**src/rtl/load_store_unit.sv**
```systemverilog
// Load/store unit: bridges the execute stage to a valid/ready data RAM, aligning store lanes,
// extending load data and reporting misalignment, illegal-funct3 and timeout faults.
module load_store_unit #(
   parameter int unsigned MAX_WAIT = 16
) (
   input  logic        clk,
   input  logic        reset,
   input  logic        req_valid,
   input  logic        req_write,
   input  logic [2:0]  req_funct3,
   input  logic [31:0] req_addr,
   input  logic [31:0] req_wdata,
   output logic        stall,
   output logic        done,
   output logic [31:0] rdata,
   output logic        fault,
   output logic        mem_req,
   output logic        mem_we,
   output logic [31:0] mem_addr,
   output logic [31:0] mem_wdata,
   output logic [3:0]  mem_be,
   input  logic        mem_ready,
   input  logic [31:0] mem_rdata
);

   localparam int unsigned CNT_W = $clog2(MAX_WAIT + 1);

   localparam logic [1:0] ST_IDLE = 2'd0;
   localparam logic [1:0] ST_REQ  = 2'd1;
   localparam logic [1:0] ST_RESP = 2'd2;

   logic [1:0]       state_q, state_d;
   logic [CNT_W-1:0] cnt_q, cnt_d;
   logic             write_q;
   logic [2:0]       funct3_q;
   logic [31:0]      addr_q, wdata_q;
   logic             done_q, fault_q;
   logic [31:0]      rdata_q, rdata_d;
   logic             fault_d;

   logic             legal, misaligned;
   logic [1:0]       lane;
   logic [31:0]      shifted, load_data;
   logic [3:0]       be;
   logic [31:0]      wdata_rep;

   // Legality is judged on the live request, since it decides the IDLE exit.
   always_comb begin
      if (req_write) legal = (req_funct3 == 3'b000) || (req_funct3 == 3'b001) ||
                             (req_funct3 == 3'b010);
      else           legal = (req_funct3 == 3'b000) || (req_funct3 == 3'b001) ||
                             (req_funct3 == 3'b010) || (req_funct3 == 3'b100) ||
                             (req_funct3 == 3'b101);
      misaligned = ((req_funct3[1:0] == 2'b01) && req_addr[0]) ||
                   ((req_funct3[1:0] == 2'b10) && (req_addr[1:0] != 2'b00));
   end

   assign lane    = addr_q[1:0];
   assign shifted = mem_rdata >> {lane, 3'b000};

   always_comb begin
      case (funct3_q)
         3'b000:  load_data = {{24{shifted[7]}}, shifted[7:0]};
         3'b001:  load_data = {{16{shifted[15]}}, shifted[15:0]};
         3'b100:  load_data = {24'd0, shifted[7:0]};
         3'b101:  load_data = {16'd0, shifted[15:0]};
         default: load_data = mem_rdata;
      endcase
   end

   always_comb begin
      be        = 4'b1111;
      wdata_rep = 32'd0;
      if (write_q) begin
         case (funct3_q[1:0])
            2'b00: begin
               be        = 4'b0001 << lane;
               wdata_rep = {4{wdata_q[7:0]}};
            end
            2'b01: begin
               be        = 4'b0011 << lane;
               wdata_rep = {2{wdata_q[15:0]}};
            end
            default: wdata_rep = wdata_q;
         endcase
      end
   end

   always_comb begin
      state_d = state_q;
      cnt_d   = cnt_q;
      fault_d = 1'b0;
      rdata_d = 32'd0;
      case (state_q)
         ST_IDLE: begin
            if (req_valid) begin
               if (legal && !misaligned) begin
                  state_d = ST_REQ;
               end else begin
                  state_d = ST_RESP;
                  fault_d = 1'b1;
               end
            end
         end
         ST_REQ: begin
            if (mem_ready) begin
               state_d = ST_RESP;
               cnt_d   = '0;
               rdata_d = write_q ? 32'd0 : load_data;
            end else if (cnt_q == CNT_W'(MAX_WAIT - 1)) begin
               state_d = ST_RESP;
               cnt_d   = '0;
               fault_d = 1'b1;
            end else begin
               cnt_d = cnt_q + CNT_W'(1);
            end
         end
         default: state_d = ST_IDLE;
      endcase
   end

   always_ff @(posedge clk) begin
      if (reset) begin
         state_q  <= ST_IDLE;
         cnt_q    <= '0;
         write_q  <= 1'b0;
         funct3_q <= 3'd0;
         addr_q   <= 32'd0;
         wdata_q  <= 32'd0;
         done_q   <= 1'b0;
         fault_q  <= 1'b0;
         rdata_q  <= 32'd0;
      end else begin
         state_q <= state_d;
         cnt_q   <= cnt_d;
         done_q  <= (state_d == ST_RESP);
         fault_q <= fault_d;
         rdata_q <= rdata_d;
         if (state_q == ST_IDLE && req_valid) begin
            write_q  <= req_write;
            funct3_q <= req_funct3;
            addr_q   <= req_addr;
            wdata_q  <= req_wdata;
         end
      end
   end

   assign stall     = req_valid & (state_q != ST_RESP);
   assign done      = done_q;
   assign fault     = fault_q;
   assign rdata     = rdata_q;
   assign mem_req   = (state_q == ST_REQ);
   assign mem_we    = mem_req & write_q;
   assign mem_addr  = mem_req ? {addr_q[31:2], 2'b00} : 32'd0;
   assign mem_be    = mem_req ? be : 4'd0;
   assign mem_wdata = mem_req ? wdata_rep : 32'd0;

endmodule

```
**config.mk**
```make
export PLATFORM = sky130hd
export DESIGN_NAME = load_store_unit
export DESIGN_NICKNAME = d
export VERILOG_FILES = /design/src/rtl/load_store_unit.sv
export SDC_FILE = /design/constraint.sdc
export NUM_CORES = 1
export LEC_CHECK = 0
export BUFFER_PORTS_ARGS = -buffer_cell sky130_fd_sc_hd__clkbuf_2
export CORE_MARGIN = 5
export CORE_UTILIZATION = 47
export CTS_BUF_LIST = sky130_fd_sc_hd__clkbuf_8
export CTS_CLUSTER_DIAMETER = 50
export DETAILED_ROUTE_END_ITERATION = 12
export PLACE_DENSITY = 0.86
export SYNTH_ARGS = -nofsm -noshare
export SYNTH_HDL_FRONTEND = slang
export SYNTH_SLANG_ARGS = --single-unit
```
**constraint.sdc**
```tcl
create_clock -name clk -period 4.8 [get_ports clk]
set_clock_uncertainty 0.1 [all_clocks]
set_input_delay 0.24 -clock clk [delete_from_list [all_inputs] [get_ports clk]]
set_output_delay 0.24 -clock clk [all_outputs]
set_load 0.05 [all_outputs]
```
[Word level (Yosys, flattened, before mapping)]
Cells that the tools add are included.
Word-level totals
  bits in registers: 109
  bits of input ports: 104
  output and inout bits: 105
Operators by class
  add/sub/neg operators: 1
  eq/ne operators: 14
  shift operators: 3
  mux-type cells: 21
  bitwise gates (word level): 4
  reductions and logical operators: 16
Operators with widths (count)
  32-bit one-hot mux with 4 select lines: 1
  32-bit 2-to-1 mux: 3
  32-bit one-hot mux with 2 select lines: 1
  32-bit by 5-bit >> shifter with 16-bit output: 1
  3-bit equality test (second input constant): 4
  5-bit 2-to-1 mux: 2
  2-bit 2-to-1 mux: 4
  4-bit 2-to-1 mux: 2
  4-bit one-hot mux with 2 select lines: 1
  2-bit by 1-bit equality test with 1-bit output (second input constant): 3
  3-bit by 1-bit equality test with 1-bit output (second input constant): 2
  3-bit zero test: 2
  5-bit by 1-bit adder with 5-bit output (second input constant): 1
  5-bit by 4-bit equality test with 1-bit output (second input constant): 1
  1-bit logical OR: 5
  1-bit 2-to-1 mux: 5
  2-bit equality test (second input constant): 2
  1-bit logical AND: 4
  2-bit zero test: 2
  2-bit one-hot mux with 2 select lines: 1
  4-bit OR reduction: 1
  1-bit by 2-bit << shifter with 4-bit output (first input constant): 1
  2-bit by 2-bit << shifter with 4-bit output (first input constant): 1
  3-bit by 2-bit equality test with 1-bit output (second input constant): 1
  6 further kinds: 8

[Depth between registers and ports, before layout]
Gate-level depths: netlist of run 1.
  depth in word-level cells: 11
  mapped depth: 6
  gate-level depth less buffers: 4

[Least setup slack after synthesis of run 1]
OpenSTA, ideal clock, no wires.
  path type: flip-flop to output port
  start point: reg addr_q[0]
  end point: out mem_be[3]
  arrival: 1840 ps
  required time: 4460 ps
  setup slack: 2620 ps
  stages on the path, launching flop included: 5
  cells stage by stage: dfxtp_1 -> buf_1 -> clkbuf_1 -> o21ai_0 -> a21oi_1
On the way
  cells in the longest elaborated chain, start to end: 4
Ends and longest elaborated chain
  start: declaration: line 36  | logic [31:0] addr_q, wdata_q;
  start signal: assignment: line 142  | addr_q <= req_addr;
  2-bit by 2-bit << shifter with 4-bit output / 1-bit by 2-bit << shifter with 4-bit output (equally long branches): line 81, 77
  4-bit one-hot mux with 2 select lines (*): line 75  | case (funct3_q[1:0])
  4-bit 2-to-1 mux (*): line 74  | if (write_q) begin
  4-bit 2-to-1 mux (*): line 155  | assign mem_be = mem_req ? be : 4'd0;
  end: declaration: line 21  | output logic [3:0] mem_be,
Every way passes the cells marked *; elsewhere a longest branch is shown, timed or not.

[Final worst setup path of run 1]
  start point: reg state_q[1]
  end point: out mem_wdata[26]
On the way
  cells in the longest elaborated chain, start to end: 2
Ends and longest elaborated chain
  start: declaration: line 32  | logic [1:0] state_q, state_d;
  start signal: assignment: line 134  | state_q <= state_d;
  2-bit by 1-bit equality test with 1-bit output: line 152  | assign mem_req = (state_q == ST_REQ);
  32-bit 2-to-1 mux: line 156  | assign mem_wdata = mem_req ? wdata_rep : 32'd0;
  end: declaration: line 20  | output logic [31:0] mem_wdata,
No other way between the ends.

==> results of run 1 <==
-- cell type report --
cell class | count | area share (%)
Sequential cell | 109 | 31.6
Timing Repair Buffer | 274 | 24.6
Inverter | 27 | 1.46
Multi-Input combinational cell | 435 | 37.0
Clock buffer | 9 | 1.79
Clock inverter | 7 | 1.16
Tap cell | 136 | 2.46
-- flip-flops by register name, summed over array words and instances, names as in the netlist --
signal and cells:
addr_q 32, rdata 32, wdata_q 32, cnt_q 5
funct3_q 3, state_q 2, done 1, fault 1
write_q 1
-- power breakdown --
group          switching [mW]  internal (mW)  leakage [nW]
logic                   0.203          0.146          2.19
registers              0.0536          0.948         0.890
clock network           0.335          0.249         0.108
total                   0.592           1.34          3.19
-- worst register-to-register path: cells and delay by family (launching register included) --
kind	cells	cell delay (ns)
AOI/OAI and AO/OA	2	0.64
DFF	1	0.95
muxes	1	0.62
-- cells by family after synthesis --
kind of cell | after synthesis | share of synthesized area [%]
fa+ha+maj | 1 | 0.247
flops | 109 | 43.1
compound gates | 152 | 19.5
other cells | 1 | 0.0741
mux | 36 | 7.81
simple gates | 244 | 22.7
buf+inv | 83 | 6.57
-- worst max-delay path by stage --
stage / start / cells after the start / endpoint
floorplan: addr_q[0]$_SDFFE_PP0P_ / 4 / mem_be[3]
global placement: state_q[1]$_SDFF_PP0_ / 6 / mem_wdata[13]
detailed placement: state_q[1]$_SDFF_PP0_ / 6 / mem_wdata[14]
CTS: state_q[1]$_SDFF_PP0_ / 6 / mem_wdata[14]
global route: state_q[0]$_SDFF_PP0_ / 6 / mem_wdata[13]
finish: state_q[1]$_SDFF_PP0_ / 6 / mem_wdata[26]
-- repair_timing --
item,in CTS,in global routing
endpoints found under the hold margin,63,1
hold buffers,63,1
buffers inserted,0,0
gates resized for setup,0,0
-- routing by layer --
metal	vias to the layer above	share of wire [%]	track usage, %
li1	2590	-	-
met1	2538	38	29.4
met2	311	50	45.0
met3	63	8.8	6.63
met4	0	4.0	12.7
met5	-	0	0
-- cell usage in the layout (no fill, tap or decap), types with 4 or more instances in the layout --
cell           count
a2111oi_0          8
o32ai_1           16
a21oi_1           85
nand2_1          150
and3_1             8
dfxtp_1          108
nand3b_1          10
o221a_2            7
inv_1             28
clkbuf_8           9
o21ai_0           12
mux2_2             8
nor2b_1            4
nor2_1            23
a2bb2oi_1          8
buf_4              4
and2_1            31
mux2i_1           26
clkbuf_2         206
dlygate4sd3_1     64
o211a_1            8
==> flow_summary_export.csv, run 1 <==
group,metric,value,unit
status,status,"finished clean",
critical_path,critPathTopFamily,"simple AND/OR/NAND/NOR gates",
detailed_routing,firstDrtPassIters,5,
hold_path,min_from,"req_wdata[13]",
critical_path,cp-end-kind,"output pin",
hold_path,hp-class,"input port to flop",
power_and_ir_drop,ir_worst_vdd,0.174,mV
power_and_ir_drop,p_per_area,280,nW/um^2
critical_path,slowest_delay,0.53,ns
timing,fin_crit,3.13,ns
global_route,grt_pass1_wl,27.2,mm
finish,fin_util,66.4,%
detailed_routing,routedWlPerCell,17.2,um
place,routabilityCongestion,0.886,
detailed_routing,vias,5502,
detailed_routing,drt_iter0_markers,440,
timing,fin_crit_sh,65.2,%
power_and_ir_drop,p_total,1.93,mW
die,die_y,114,um
place,dp_slack,2.14,ns
power_and_ir_drop,p_leak,3.19,nW
yosys,synth-seq-area-share,43.1,%
finish,design_area,6920,um^2
critical_path,crit_slowest_cell,"nand2_1",
detailed_routing,routed_wl,17.1,mm
clock_network,cts_buffers,9,
finish,fin_nets,961,
global_route,gr-total-overflow,0,
timing,drv_slew,0,
critical_path,r2r_cells,3,
place,hpwl,10.8,mm
critical_path,crit_chain,"nand2b_1 > inv_1 > buf_4 > nand2_1 > nor2_1 > clkbuf_2",
die,ios,209,
yosys,synth-edff-count,0,
die,dieArea,12900,um^2
critical_path,r2r_start,"addr_q[1]$_SDFFE_PP0P_",
timing,grt_setup_unrepaired,"false",
timing,timing.fmax,319,MHz
yosys,avgSynthCellArea,8.09,um^2
timing,worst_pin_slew,1.01,ns
global_route,grt_pass1_vias,5559,
clock_network,h-tree-depth,3,
clock_network,clock_path_buffers,2,
yosys,synthArstFlopShare,0,%
yosys,syn_area,5060,um^2
global_route,globalRouteTotalUtil,25.9,%
finish,diodes,0,
yosys,yosysTopAreaCell,"dfxtp_1",
yosys,ys_types,44,
critical_path,start_kind,"flop",
clock_network,cts_tree,"done",
yosys,synth_most_common_cell,"nand2_1",
detailed_routing,final_antenna_net_count,0,
critical_path,crit_buf_inv,3,
clock_network,clk_pin_slew,0.10,ns
finish,fillers,817,
timing,setup_slack,1.67,ns
timing,slew_headroom,32.6,%
flow_run,cap_viol_max_count,0,
finish,fin_cells,997,
clock_network,clk_latency,0.38,ns
place,dp.cells,917,
yosys,synth_top_area_share,43.1,%
global_route,grt_max_degree,79,
critical_path,critical_path_class,"flop to output pin",
critical_path,rr_endpoint,"rdata[15]$_SDFF_PP0_",
yosys,synth_warnings,0,
die,placementRows,37,
finish,multi_input_area,2560,um^2
yosys,synth_common_cells,"nand2_1, dfxtp_1, a21oi_1",
critical_path,worstPathRequired,4.46,ns
finish,syn2layout_area_growth,36.6,%
global_route,antenna_found_initial,0,
clock_network,clock_sinks,109,
hold_path,hold_depth,3,
detailed_routing,avgViaCountPerCell,5.52,
yosys,synthTopCellsByArea,"dfxtp_1, nand2_1, a21oi_1",
critical_path,arrival,2.79,ns
place,place_area,6070,um^2
finish,seqCellArea,2180,um^2
yosys,synth-main-ff-cell,"dfxtp_1",
clock_network,cts_root_buf,"clkbuf_8",
die,fp.dieW,114,um
place,portBuffers,206,
yosys,ys_ff_latch,109,
timing,setup_total_negative_slack,0,ns
critical_path,r2r_slack,2.32,ns
critical_path,cp_max_fo,42,
die,start_util,48.6,%
die,core_area,10400,um^2
timing,setup_viol,0,
detailed_routing,drc,0,
finish,drive_above_1_share,29.0,%
timing,hold_ws,0.0117,ns
hold_path,min_delay_worst_endpoint,"wdata_q[13]$_SDFFE_PP0P_",
timing,hold_violations,0,
yosys,synthCells,626,
No activity file was read; power rests on OpenSTA's default activity.
==> inputs of run 2 (changes only) <==
Settings changed: ABC_AREA set to 1, CORE_UTILIZATION 47 to 45, PLACE_DENSITY 0.86 to 0.87.
Clock period 4.8 ns to 2.8 ns, I/O delays scaled along.
==> flow_summary_export.csv, run 2 <==
group,metric,value,unit
hold_path,hp-class,"input port to flop",
die,die_y,116,um
finish,syn2layout_area_growth,40.4,%
critical_path,cp-end-kind,"output pin",
place,portBuffers,206,
finish,fillers,892,
yosys,avgSynthCellArea,6.78,um^2
die,dieArea,13500,um^2
die,start_util,46.4,%
status,status,"finished clean",
critical_path,arrival,2.26,ns
finish,drive_above_1_share,25.5,%
yosys,synthArstFlopShare,0,%
timing,worst_pin_slew,0.843,ns
global_route,gr-total-overflow,0,
timing,slew_headroom,43.7,%
finish,fin_nets,1113,
yosys,synth-main-ff-cell,"dfxtp_1",
power_and_ir_drop,p_per_area,484,nW/um^2
yosys,synthCells,748,
timing,fin_crit_sh,89.4,%
clock_network,clk_latency,0.37,ns
global_route,grt_pass1_vias,5638,
detailed_routing,drt_iter0_markers,610,
yosys,synth-edff-count,0,
critical_path,critical_path_class,"flop to output pin",
yosys,synthTopCellsByArea,"dfxtp_1, nor2_1, o21ai_0",
power_and_ir_drop,p_total,3.45,mW
global_route,grt_max_degree,50,
clock_network,cts_root_buf,"clkbuf_8",
detailed_routing,final_antenna_net_count,0,
power_and_ir_drop,ir_worst_vdd,0.386,mV
power_and_ir_drop,intPower,2.33,mW
global_route,antenna_found_initial,0,
place,hpwl,11.3,mm
yosys,synth-seq-area-share,43.0,%
finish,multi_input_area,2320,um^2
yosys,yosysTopAreaCell,"dfxtp_1",
yosys,synth_most_common_cell,"nor2_1",
detailed_routing,firstDrtPassIters,6,
die,core_area,10900,um^2
yosys,synth_warnings,0,
detailed_routing,drc,0,
yosys,ys_ff_latch,109,
timing,timing.fmax,399,MHz
timing,grt_setup_unrepaired,"false",
clock_network,clock_path_buffers,2,
finish,final_common_cell,"clkbuf_2",
timing,setup_viol,0,
global_route,globalRouteTotalUtil,25.3,%
detailed_routing,routedWlPerCell,15.0,um
critical_path,worstPathRequired,2.56,ns
finish,final_cell_mix,"clkbuf_2, nor2_1, dfxtp_1",
clock_network,clk_pin_slew,0.11,ns
power_and_ir_drop,p_comb_share,24.3,%
timing,hold_violations,0,
finish,fin_util,65.1,%
flow_run,cap_viol_max_count,0,
timing,fin_crit,2.50,ns
clock_network,cts_buffers,9,
power_and_ir_drop,p_sw_share,32.6,%
power_and_ir_drop,p_leak,3.62,nW
detailed_routing,vias,5988,
clock_network,h-tree-depth,3,
yosys,synth_top_area_share,43.0,%
finish,seqCellArea,2180,um^2
yosys,ys_types,28,
power_and_ir_drop,clkPwrFrac,26.5,%
yosys,synth_common_cells,"nor2_1, dfxtp_1, nand2_1",
clock_network,post_cts_buffers,0,
clock_network,cts_tree,"done",
die,ios,209,
detailed_routing,routed_wl,17.4,mm
timing,drv_slew,0,
timing,hold_ws,0.0184,ns
clock_network,cts_resized,0,
detailed_routing,avgViaCountPerCell,5.19,
yosys,syn_area,5070,um^2
critical_path,start_kind,"flop",
power_and_ir_drop,seq_power_share,49.2,%
die,placementRows,38,
place,routabilityCongestion,0.942,
finish,diodes,0,
clock_network,clock_sinks,109,
global_route,grt_pass1_wl,27.3,mm
power_and_ir_drop,power_switching,1.12,mW
critical_path,cp_max_fo,29,
die,fp.dieW,116,um
## run 2: cell count changes in the layout (fill, tap and decap cells not counted), sizes merged, moves of 16 or more
cell / delta
inv: +60
dlygate4sd3: +18
nand3: +51
nand2: -49
and2: -31
o32ai: -16
o21ai: +86
nor2: +126
mux2i: -26
## run 2: metrics by stage
step | cell area (um^2) | setup slack [ns] | setup TNS, ns | std cells
floorplan | 5080 | -0.0451 | -0.0902 | 749
global placement | 6120 | 0.715 | 0 | 1055
detailed placement | 6120 | 0.673 | 0 | 1055
CTS | 7120 | 0.304 | 0 | 1153
global route | 7120 | 0.112 | 0 | 1153
finish | 7120 | 0.296 | 0 | 1153
## run 2: metal layers
layer	track usage [%]	vias up	share of wire [%]
met3	6.89	49	10
met5	0	-	0
li1	-	2890	-
met2	44.6	364	49
met4	10.4	0	3.3
met1	28.8	2685	38
## run 2: kinds of logic (layout without fill, tap and decap cells)
kind of cell	after synthesis	count (layout)	share of synthesized area (%)
compound gates	182	182	18.1
fa+ha+maj	1	1	0.247
buf+inv	138	402	11.4
flops	109	109	43.0
other cells	1	2	0.0739
simple gates	317	317	27.2
## run 2: timing repair
| action | 4_1_cts | 5_1_grt |
|---|---|---|
| endpoints found under the hold margin | 86 | 0 |
| setup endpoints to repair | 0 | 0 |
| hold buffers | 82 | 0 |
## run 2: path summary, 6_finish.rpt
kind,cells past startpoint,from,slack [ns],endpoint
worst max-delay path,5,state_q[0]$_SDFF_PP0_,0.30,mem_wdata[22]
worst min-delay path,5,mem_rdata[29],0.02,rdata[29]$_SDFF_PP0_
worst max register to register,7,state_q[1]$_SDFF_PP0_,0.55,state_q[0]$_SDFF_PP0_
worst min register to register,2,addr_q[9]$_SDFFE_PP0P_,0.36,addr_q[9]$_SDFFE_PP0P_
## run 2: worst max-delay path, cell delays in order (launching register included)
cell	delay (ns)
dfxtp_1	0.38
nand2_1	0.21
nor2_1	0.25
inv_1	0.41
a21oi_1	0.33
clkbuf_2	0.32
## run 2: final cells by class
cell class	instances	share of cell area (%)
clock buffers	11	2.13
clock inverters	5	0.474
inverters	90	4.74
multi-input cells	502	32.5
flip-flops and latches	109	30.6
well taps	140	2.46
repair buffers	296	27.0
## run 2: power by group through the flow
stage	Clock [mW]	Sequential, mW	Combinational, mW
5_1_grt	0.994	1.71	0.922
3_5_place_dp	0	1.73	0.719
2_1_floorplan	0	1.74	0.506
3_3_place_gp	0	1.73	0.708
6_report	0.916	1.70	0.837
4_1_cts	0.939	1.70	0.813
==> inputs of run 3 (changes only) <==
Settings changed: CORE_ASPECT_RATIO set to 0.6.
==> flow_summary_export.csv, run 3 (synthesis results as in run 2) <==
group,metric,value,unit
status,status,"finished clean",
critical_path,worstPathRequired,2.56,ns
critical_path,crit_buf_inv,2,
detailed_routing,drt_iter0_markers,476,
timing,timing.fmax,395,MHz
power_and_ir_drop,p_per_area,483,nW/um^2
power_and_ir_drop,p_leak,3.66,nW
critical_path,critPathTopFamily,"simple AND/OR/NAND/NOR gates",
global_route,grt_pass1_vias,5802,
critical_path,cp_max_fo,14,
global_route,grt_max_degree,72,
power_and_ir_drop,ir_worst_vdd,0.249,mV
global_route,grt_pass1_wl,29.0,mm
detailed_routing,firstDrtPassIters,5,
timing,worst_pin_slew,0.700,ns
timing,grt_setup_unrepaired,"false",
timing,fin_crit,2.53,ns
clock_network,clk_pin_slew,0.11,ns
timing,setup_slack,0.265,ns
finish,fin_nets,1120,
detailed_routing,routedWlPerCell,15.8,um
timing,slew_headroom,53.2,%
place,dp.cells,1061,
clock_network,clock_path_buffers,2,
finish,final_common_cell,"clkbuf_2",
clock_network,cts_tree,"done",
place,place_area,6190,um^2
die,placementRows,30,
die,core_area,11100,um^2
clock_network,cts_root_buf,"clkbuf_8",
timing,fin_crit_sh,90.5,%
die,dieArea,13600,um^2
global_route,antenna_found_initial,0,
timing,hold_ws,0.0189,ns
finish,design_area,7260,um^2
clock_network,clock_sinks,109,
critical_path,start_kind,"flop",
finish,syn2layout_area_growth,43.2,%
place,portBuffers,206,
detailed_routing,avgViaCountPerCell,5.11,
timing,setup_total_negative_slack,0,ns
flow_run,cap_viol_max_count,0,
finish,fin_util,65.2,%
clock_network,h-tree-depth,3,
critical_path,arrival,2.29,ns
global_route,globalRouteTotalUtil,26.5,%
clock_network,cts_buffers,9,
critical_path,critical_path_class,"flop to output pin",
die,die_y,92.3,um
finish,fin_cells,1164,
hold_path,hp-class,"input port to flop",
place,routabilityCongestion,0.966,
finish,diodes,0,
critical_path,crit_chain,"nand2_1 > nor2_2 > clkinvlp_4 > nor2_1 > clkbuf_2",
detailed_routing,routed_wl,18.4,mm
place,dp_slack,0.599,ns
detailed_routing,vias,5947,
timing,drv_slew,0,
finish,drive_above_1_share,26.1,%
power_and_ir_drop,p_total,3.51,mW
place,hpwl,11.6,mm
finish,final_cell_mix,"clkbuf_2, nor2_1, dfxtp_1",
timing,setup_viol,0,
detailed_routing,final_antenna_net_count,0,
clock_network,clk_latency,0.38,ns
global_route,gr-total-overflow,0,
die,fp.dieW,147,um
detailed_routing,drc,0,
critical_path,crit_slowest_cell,"dfxtp_1",
die,start_util,45.5,%
critical_path,slowest_delay,0.41,ns
die,ios,209,
timing,hold_violations,0,
critical_path,cp-end-kind,"output pin",
run 3: where the power goes:
group	internal (mW)	leakage (nW)	switching [mW]	total, mW
registers	1.65	0.896	0.0564	1.71
logic	0.312	2.67	0.545	0.857
clock network	0.365	0.0983	0.578	0.943
run 3: final timing paths:
path         depth (start not counted)                      to                     start  slack [ns]
max                                  5           mem_wdata[28]     state_q[0]$_SDFF_PP0_        0.27
min                                  5    rdata[16]$_SDFF_PP0_             mem_rdata[16]        0.02
max reg2reg                          7    rdata[11]$_SDFF_PP0_  funct3_q[1]$_SDFFE_PP0P_        0.91
min reg2reg                          2  addr_q[5]$_SDFFE_PP0P_    addr_q[5]$_SDFFE_PP0P_        0.36
run 3: routing by layer:
| layer | share of wire (%) | vias to the layer above | wire [um] | GRT usage (%) |
|---|---|---|---|---|
| met5 | 0 | - | 0 | 0 |
| met4 | 4.1 | 0 | 756 | 12.4 |
| met3 | 8.8 | 74 | 1620 | 6.77 |
| met2 | 46 | 339 | 8420 | 44.1 |
| met1 | 41 | 2635 | 7620 | 32.2 |
| li1 | - | 2899 | - | - |
run 3: cell type report:
| class | count | area, um^2 |
|---|---|---|
| timing repair inverter | 1 | 7.51 |
| fill | 928 | 3880 |
| clock buffer | 10 | 138 |
| clock inverter | 6 | 52.6 |
| sequential | 109 | 2180 |
| tap | 144 | 180 |
| timing repair buffer | 302 | 2030 |
| inverter | 90 | 342 |
| multi-input combinational | 502 | 2330 |
run 3: worst reg2reg max path, cell delays in order, from the launching register on:
cell and delay [ns]:
dfxtp_2 0.61, nor2_4 0.13, inv_2 0.16, nor2_1 0.07, nand2_2 0.42, nand3_1 0.14, nand2_1 0.11, inv_1 0.06
run 3: timing repair:
action / 4_1_cts / 5_1_grt
endpoints found under the setup margin: 0 / 1
buffers inserted: 0 / 1
endpoints found under the hold margin: 90 / 0
resized for setup: 0 / 3
hold buffers: 85 / 0
